`config.mk`:
```
export PLATFORM = sky130hd
export DESIGN_NAME = data_mem_lsu_flat
export DESIGN_NICKNAME = d
export VERILOG_FILES = /design/src/rtl/data_mem_lsu_if.sv /design/src/rtl/data_mem_lsu.sv /design/src/flat_wrapper.sv
export SDC_FILE = /design/constraint.sdc
export NUM_CORES = 1
export LEC_CHECK = 0
export CAP_MARGIN = 0
export CORE_ASPECT_RATIO = 0.7
export CORE_MARGIN = 1
export CORE_UTILIZATION = 48
export CTS_CLUSTER_DIAMETER = 60
export DETAILED_ROUTE_END_ITERATION = 7
export PLACE_DENSITY = 0.95
export SYNTH_ARGS = -nofsm -noshare
export SYNTH_HDL_FRONTEND = slang
export SYNTH_SLANG_ARGS = --single-unit
```
`constraint.sdc`:
```
create_clock -name clk -period 5.1 [get_ports clk]
set_clock_uncertainty 0.1 [all_clocks]
set_input_delay 1.02 -clock clk [delete_from_list [all_inputs] [get_ports clk]]
set_output_delay 1.02 -clock clk [all_outputs]
set_load 0.01 [all_outputs]
```
`src/rtl/data_mem_lsu_if.sv`:
```
// Request/response handshake between the MIPS datapath and the load/store unit.
interface data_mem_lsu_if #(parameter int unsigned ADDR_W = 10);
  logic              req_valid;
  logic              req_ready;
  logic              req_write;
  logic [1:0]        req_size;
  logic              req_unsigned;
  logic [ADDR_W+1:0] req_addr;
  logic [31:0]       req_wdata;
  logic              rsp_valid;
  logic [31:0]       rsp_rdata;
  logic              rsp_err;

  modport master (
    output req_valid, req_write, req_size, req_unsigned, req_addr, req_wdata,
    input  req_ready, rsp_valid, rsp_rdata, rsp_err
  );

  modport slave (
    input  req_valid, req_write, req_size, req_unsigned, req_addr, req_wdata,
    output req_ready, rsp_valid, rsp_rdata, rsp_err
  );
endinterface

```
`src/rtl/data_mem_lsu.sv`:
```
// Load/store unit for the single-port datamemory: byte/halfword/word access,
// sub-word stores via read-modify-write. LSU_MISALIGN_TRAP_EN rejects misaligned/reserved accesses.
module data_mem_lsu #(
  parameter int unsigned ADDR_W = 10
) (
  input  logic              clk,
  input  logic              rst,
  data_mem_lsu_if.slave     bus,
  output logic [ADDR_W-1:0] address,
  output logic [31:0]       dataIn,
  output logic              we,
  input  logic [31:0]       dataOut
);

  typedef enum logic [1:0] {IDLE, RD, WR, RSP} state_t;

  state_t      state, state_nx;
  logic        wr_q, uns_q, err_q;
  logic [1:0]  size_q, off_q;
  logic [31:0] wdata_q;
  logic        reject;
  logic [31:0] merged, load_data;
  logic [7:0]  lane_b;
  logic [15:0] lane_h;

  always_comb begin
`ifdef LSU_MISALIGN_TRAP_EN
    reject = (bus.req_size == 2'b11) ||
             (bus.req_size == 2'b01 && bus.req_addr[0]) ||
             (bus.req_size == 2'b10 && bus.req_addr[1:0] != 2'b00);
`else
    reject = 1'b0;
`endif
  end

  always_ff @(posedge clk or posedge rst) begin
    if (rst) state <= IDLE;
    else     state <= state_nx;
  end

  // address is only reloaded on acceptance so dataOut stays stable through RSP
  always_ff @(posedge clk or posedge rst) begin
    if (rst) begin
      wr_q    <= 1'b0;
      uns_q   <= 1'b0;
      err_q   <= 1'b0;
      size_q  <= '0;
      off_q   <= '0;
      wdata_q <= '0;
      address <= '0;
    end else if (state == IDLE && bus.req_valid) begin
      wr_q    <= bus.req_write;
      uns_q   <= bus.req_unsigned;
      err_q   <= reject;
      size_q  <= bus.req_size;
      off_q   <= bus.req_addr[1:0];
      wdata_q <= bus.req_wdata;
      address <= bus.req_addr[ADDR_W+1:2];
    end
  end

  always_comb begin
    state_nx = state;
    case (state)
      IDLE: if (bus.req_valid) begin
        if (reject)                            state_nx = RSP;
        else if (bus.req_write && bus.req_size[1]) state_nx = WR;
        else                                   state_nx = RD;
      end
      RD:      state_nx = wr_q ? WR : RSP;
      WR:      state_nx = RSP;
      RSP:     state_nx = IDLE;
      default: state_nx = IDLE;
    endcase
  end

  // Size 11 falls into the word path whenever it is not rejected
  always_comb begin
    merged = dataOut;
    if (size_q[1])
      merged = wdata_q;
    else if (size_q[0]) begin
      if (off_q[1]) merged[31:16] = wdata_q[15:0];
      else          merged[15:0]  = wdata_q[15:0];
    end else
      merged[{off_q, 3'b000} +: 8] = wdata_q[7:0];
  end

  always_comb begin
    lane_b = dataOut[{off_q, 3'b000} +: 8];
    lane_h = off_q[1] ? dataOut[31:16] : dataOut[15:0];
    if (size_q[1])
      load_data = dataOut;
    else if (size_q[0])
      load_data = {{16{~uns_q & lane_h[15]}}, lane_h};
    else
      load_data = {{24{~uns_q & lane_b[7]}}, lane_b};
  end

  always_comb begin
    we            = (state == WR);
    dataIn        = we ? merged : '0;
    bus.req_ready = (state == IDLE);
    bus.rsp_valid = (state == RSP);
    bus.rsp_rdata = (state == RSP && !wr_q && !err_q) ? load_data : '0;
`ifdef LSU_MISALIGN_TRAP_EN
    bus.rsp_err   = (state == RSP) && err_q;
`else
    bus.rsp_err   = 1'b0;
`endif
  end

endmodule

```
`src/flat_wrapper.sv`:
```
// flat-port wrapper written by rule: the top's interface ports become plain ports
module data_mem_lsu_flat 
#(
  parameter int unsigned ADDR_W = 10
)
  (clk, rst, address, dataIn, we, dataOut, bus_req_valid, bus_req_write, bus_req_size, bus_req_unsigned, bus_req_addr, bus_req_wdata, bus_req_ready, bus_rsp_valid, bus_rsp_rdata, bus_rsp_err);
  data_mem_lsu_if #(.ADDR_W(ADDR_W)) bus_i ();
  input  logic clk;
  input  logic rst;
  output logic [ADDR_W-1:0] address;
  output logic [31:0] dataIn;
  output logic we;
  input  logic [31:0] dataOut;
  input wire logic [$bits(bus_i.req_valid)-1:0] bus_req_valid;
  input wire logic [$bits(bus_i.req_write)-1:0] bus_req_write;
  input wire logic [$bits(bus_i.req_size)-1:0] bus_req_size;
  input wire logic [$bits(bus_i.req_unsigned)-1:0] bus_req_unsigned;
  input wire logic [$bits(bus_i.req_addr)-1:0] bus_req_addr;
  input wire logic [$bits(bus_i.req_wdata)-1:0] bus_req_wdata;
  output wire logic [$bits(bus_i.req_ready)-1:0] bus_req_ready;
  output wire logic [$bits(bus_i.rsp_valid)-1:0] bus_rsp_valid;
  output wire logic [$bits(bus_i.rsp_rdata)-1:0] bus_rsp_rdata;
  output wire logic [$bits(bus_i.rsp_err)-1:0] bus_rsp_err;
  assign bus_i.req_valid = bus_req_valid;
  assign bus_i.req_write = bus_req_write;
  assign bus_i.req_size = bus_req_size;
  assign bus_i.req_unsigned = bus_req_unsigned;
  assign bus_i.req_addr = bus_req_addr;
  assign bus_i.req_wdata = bus_req_wdata;
  assign bus_req_ready = bus_i.req_ready;
  assign bus_rsp_valid = bus_i.rsp_valid;
  assign bus_rsp_rdata = bus_i.rsp_rdata;
  assign bus_rsp_err = bus_i.rsp_err;
  data_mem_lsu #(.ADDR_W(ADDR_W)) u_core (.clk(clk), .rst(rst), .bus(bus_i), .address(address), .dataIn(dataIn), .we(we), .dataOut(dataOut));
endmodule
```
Word level (Yosys, flattened, before mapping)
Index checks and enable logic that the tools add are counted.
Word-level totals
  bits in writable memories: 0
  input bits: 83
  output and inout bits: 78
  memory bits (read-only): 0
  word-level logic and storage cells: 37
  memories kept: 0
  register bits after elaboration: 50
  bits in latches: 0
Cells by class
  magnitude comparators: 0
  reduce and logical (&&, ||, !) cells: 5
  div/mod/pow operators: 0
  $add $sub $neg: 1
  multiply operators: 0
  equal/unequal tests: 4
  mux-type cells: 14
  bitwise logic cells: 3
  shift operators: 3
Operators by type and width (number)
  $mux 32: 6
  $mux 16: 3
  $bwmux 32: 1
  $shift 8x7->32 const A: 1
  $shiftx 32x6->8: 1
  $shiftx 8x7->32: 1
  $pmux 2 s4: 1
  $neg 5->7: 1
  $eq 2x2->1 const B: 2
  $mux 2: 2
  $logic_and 1x1->1: 3
  $and 1x1->1: 2
  $eq 2x1->1 const B: 1
  $logic_not 2->1: 1
  $ne 2x2->1 const B: 1
  $logic_not 1->1: 1
  $mux 1: 1
  $not 1->1: 1

Logic depth before layout (Yosys ltp)
  depth after elaboration: 6
  depth in mapped cells: 7
  mapped depth without buffers: 5

Worst setup path before layout
Ideal clock, no wire load.
  path kind: input to output
  start point: input dataOut[23]
  end point: output bus_rsp_rdata[21]
  data arrival time: 2016 ps
  cell stages on the path: 4
  data required time: 3980 ps
  path slack: 1964 ps
  cell sequence: or4b_1 > o2111ai_2 > buf_2 > o31ai_1
On the way
  word-level cells in the longest chain between the ends: 5
Ends and longest elaborated chain
  start: declaration: line flat_wrapper.sv:13  | input logic [31:0] dataOut;
  $shiftx 32x6->8: line data_mem_lsu.sv:90  | lane_b = dataOut[{off_q, 3'b000} +: 8];
  $and 1x1->1: line data_mem_lsu.sv:97  | load_data = {{24{~uns_q & lane_b[7]}}, lane_b};
  $mux 32: line data_mem_lsu.sv:94  | else if (size_q[0])
  $mux 32: line data_mem_lsu.sv:92  | if (size_q[1])
  $mux 32: line data_mem_lsu.sv:105  | bus.rsp_rdata = (state == RSP && !wr_q && !err_q) ? load_data : '0;
  end: declaration: line flat_wrapper.sv:22  | output wire logic [$bits(bus_i.rsp_rdata)-1:0] bus_rsp_rdata;
No other way between the ends.

Final worst setup path
  start point: input dataOut[31]
  end point: output bus_rsp_rdata[23]
On the way
  word-level cells in the longest chain between the ends: 5
  elaborated cells between the ends (all ways): 7
  those cells by class: shift (1); mux (4); bitwise (2)
Ends and longest elaborated chain (line)
  $shiftx 32x6->8 or $mux 16 (tied branches): data_mem_lsu.sv:90, data_mem_lsu.sv:91
  $and 1x1->1, on equally long branches: data_mem_lsu.sv:97, data_mem_lsu.sv:95
  $mux 32 *: data_mem_lsu.sv:94
  $mux 32 *: data_mem_lsu.sv:92
  $mux 32 *: data_mem_lsu.sv:105
Mark *: on every way between the ends. The rest lies on a longest branch, timed or not.

==> impl_metrics.tcl <==
set metrics [dict create \
    synthFlopType "dfrtp_1" \
    synth_seq_cells 50 \
    route.detailed.drc 0 \
    rr_endpoint "u_core.wdata_q[12]" \
    p_per_area_nw_per_um2 607 \
    power.internal_w 0.00197 \
    min_period_ns 4.48 \
    relSlewSlack_pct 23.6 \
    synth_area_um2 3980 \
    fmax_mhz 223 \
    syn_nets 503 \
    ioPinCount 161 \
    power_frac_seq_pct 25.5 \
    p_comb_share_pct 61.8 \
    post_cts_buffers 0 \
    p_switching_w 0.00152 \
    synth_cell_types 51 \
    setup_viol 0 \
    drive_above_1_share_pct 14.3 \
    die_w_um 111 \
    crit_arrival_ns 3.36 \
    cts_tree "yes" \
    async_flop_share_pct 100 \
    drtAntennaViolNets 0 \
    fin_tns_setup_ns 0 \
    cts_hold_buf 0 \
    critPathLaunch "dataOut[31]" \
    worstHoldStart "u_core.address[0]" \
    wirelength_um 14500 \
    syn_avg_cell_area_um2 9.68 \
    maxSlewViolCount 0 \
    grt_antenna_before_repair 0 \
    dpl_cell_area_um2 5560 \
    place.gp.congestion 0.942 \
    ir_worst_vdd_mv 0.406 \
    grt_max_degree 53 \
    num_rows 27 \
    via_per_inst 6.71 \
    drt_iter0_markers 507 \
    yosysWarnings 0 \
    grt_overflow 0 \
    numCtsBuffers 5 \
    crit_end "bus_rsp_rdata[23]" \
    htreeDepth 2 \
    grt_pass1_vias 4035 \
    synth_enable_flop_cells 0 \
    fp.dieH_um 78.2 \
    clkPwrFrac_pct 12.6 \
    leakagePower_nw 2.26 \
    cts-root-buf "clkbuf_16" \
    start_util_pct 50.1 \
    whs_ns 0.404 \
    grtUsageTotal_pct 33.1 \
    grt_pass1_wl_um 22200 \
    clk_pin_slew_ns 0.07 \
    dp_hpwl_um 11000 \
    cts_resized 0 \
    drtPass1Iterations 6 \
    dr_total_vias 4326 \
    worstPathMaxFanout 16 \
    crit_path_start_kind "input pin" \
    switching_share_pct 43.5 \
    fin_util_pct 72.6 \
    crit_path_end_kind "output port" \
    crit_type "input pin to output port" \
    tightest_slew_ns 1.14 \
    nNetsFinal 635 \
    finalCritPeriodShare_pct 87.8 \
    rsz0062_at_grt "false" \
    cap_violations 0 \
    regToRegSetupSlack_ns 2.79 \
    hold_viol 0 \
    ys_seq_area_share_pct 31.4 \
    routedWlPerCell_um 22.6 \
    cts.sinks 50 \
    clock_tree.buffer_depth 2 \
    layout_common_cells "clkdlybuf4s50_1, mux2_2, dfrtp_1, nand2_1, mux2i_1" \
    r2r-start "u_core.state[0]" \
    worstPathRequired_ns 3.98 \
    netlist_instances 411 \
    hold_class "register to register" \
    syn_to_final_growth_pct 44.8 \
    numPortBuffers 159 \
    clk_latency_ns 0.29 \
    final_common_cell "clkdlybuf4s50_1" \
    diodes 0 \
    ff2ff_path_depth 4 \
    final_area_um2 5760 \
    outcome "finished, final reports clean" \
    die_area_um2 8670 \
    coreArea_um2 7940 \
]
==> power groups by stage <==
| stage | logic [W] | clock network [W] | registers [W] |
|---|---|---|---|
| 6_report | 0.00216 | 0.000442 | 0.000892 |
| 5_1_grt | 0.00230 | 0.000463 | 0.000908 |
| 2_1_floorplan | 0.00137 | 0 | 0.000758 |
| 4_1_cts | 0.00213 | 0.000444 | 0.000875 |
| 3_5_place_dp | 0.00211 | 0 | 0.000882 |
| 3_3_place_gp | 0.00206 | 0 | 0.000866 |
==> area by class of cell <==
class	count	area [µm²]
Multi-Input combinational cell	303	2480
Fill cell	583	2180
Timing Repair Buffer	166	1640
Sequential cell	50	1250
Clock buffer	6	139
Tap cell	101	126
Inverter	17	63.8
Clock inverter	2	60.1
==> metrics by stage <==
stage / cells / worst slack (ns) / total power [W]
final: 645 / 0.620 / 0.00349
after detailed placement: 637 / 0.665 / 0.00299
after global placement: 637 / 0.762 / 0.00292
after global routing: 645 / 0.516 / 0.00367
after floorplan: 411 / 1.96 / 0.00213
after CTS: 645 / 0.671 / 0.00345
==> worst max-delay path, cell delays in order <==
cell and delay [ns]:
clkdlybuf4s50_1 0.64, mux2_2 0.25, o2111ai_2 0.41, o31ai_1 0.43
clkdlybuf4s50_1 0.59
==> cell families (layout without fill, tap and decap cells) <==
kind of cell             count (synthesis)  in the layout  share of synthesized area (%)
AO/OA/AOI/OAI                          132            132                           26.5
adder cells (fa/ha/maj)                  9              9                           2.83
buffers and inverters                   58            191                           6.38
flip-flops                              50             50                           31.4
multiplexers                            76             76                           21.0
other                                    1              1                         0.0942
AND/OR/NAND/NOR                         85             85                           11.8
==> per-layer routing <==
layer / vias up / track usage [%] / part of all wire, %
met5: - / 0 / 0
met1: 2092 / 45.4 / 41
met2: 330 / 51.6 / 44
li1: 1867 / - / -
met4: 0 / 9.33 / 2.2
met3: 37 / 8.80 / 13
==> synthesized netlist by cell type, types with 2 or more instances <==
library cell / instances / area [µm²]
or4_1: 2 / 15.0
a221oi_1: 8 / 70.1
buf_1: 2 / 7.51
mux2_2: 50 / 563
a21o_1: 3 / 22.5
a32o_1: 16 / 160
a21boi_0: 7 / 52.6
and3b_1: 2 / 17.5
o21ai_0: 16 / 80.1
a211oi_1: 7 / 52.6
or4b_1: 2 / 20.0
inv_1: 16 / 60.1
o31ai_1: 24 / 180
a21oi_1: 8 / 40.0
mux2i_1: 25 / 250
dfrtp_1: 50 / 1250
clkbuf_1: 19 / 71.3
nor2b_1: 10 / 62.6
o22ai_1: 6 / 37.5
a311oi_1: 13 / 114
nor4bb_1: 2 / 20.0
nand2b_1: 4 / 25.0
buf_4: 2 / 15.0
ha_1: 9 / 113
o2111a_1: 2 / 22.5
nand4_1: 8 / 50.1
a221o_1: 16 / 160
nand2_1: 41 / 154
buf_2: 16 / 80.1
nor2_1: 4 / 15.0
==> state kept, by name, summed over array words and instances, names as in the netlist <==
| name | count |
|---|---|
| u_core.state | 2 |
| u_core.off_q | 2 |
| u_core.wdata_q | 32 |
| u_core.size_q | 2 |
| u_core.address | 10 |
| u_core.uns_q | 1 |
| u_core.wr_q | 1 |
==> worst min-delay path by stage <==
stage,cells past startpoint,to
floorplan,1,u_core.wdata_q[16]
global placement,1,u_core.address[8]
detailed placement,1,u_core.address[0]
CTS,1,u_core.address[0]
global route,1,u_core.address[4]
finish,1,u_core.address[0]
Power figures use the tool's default switching activity.
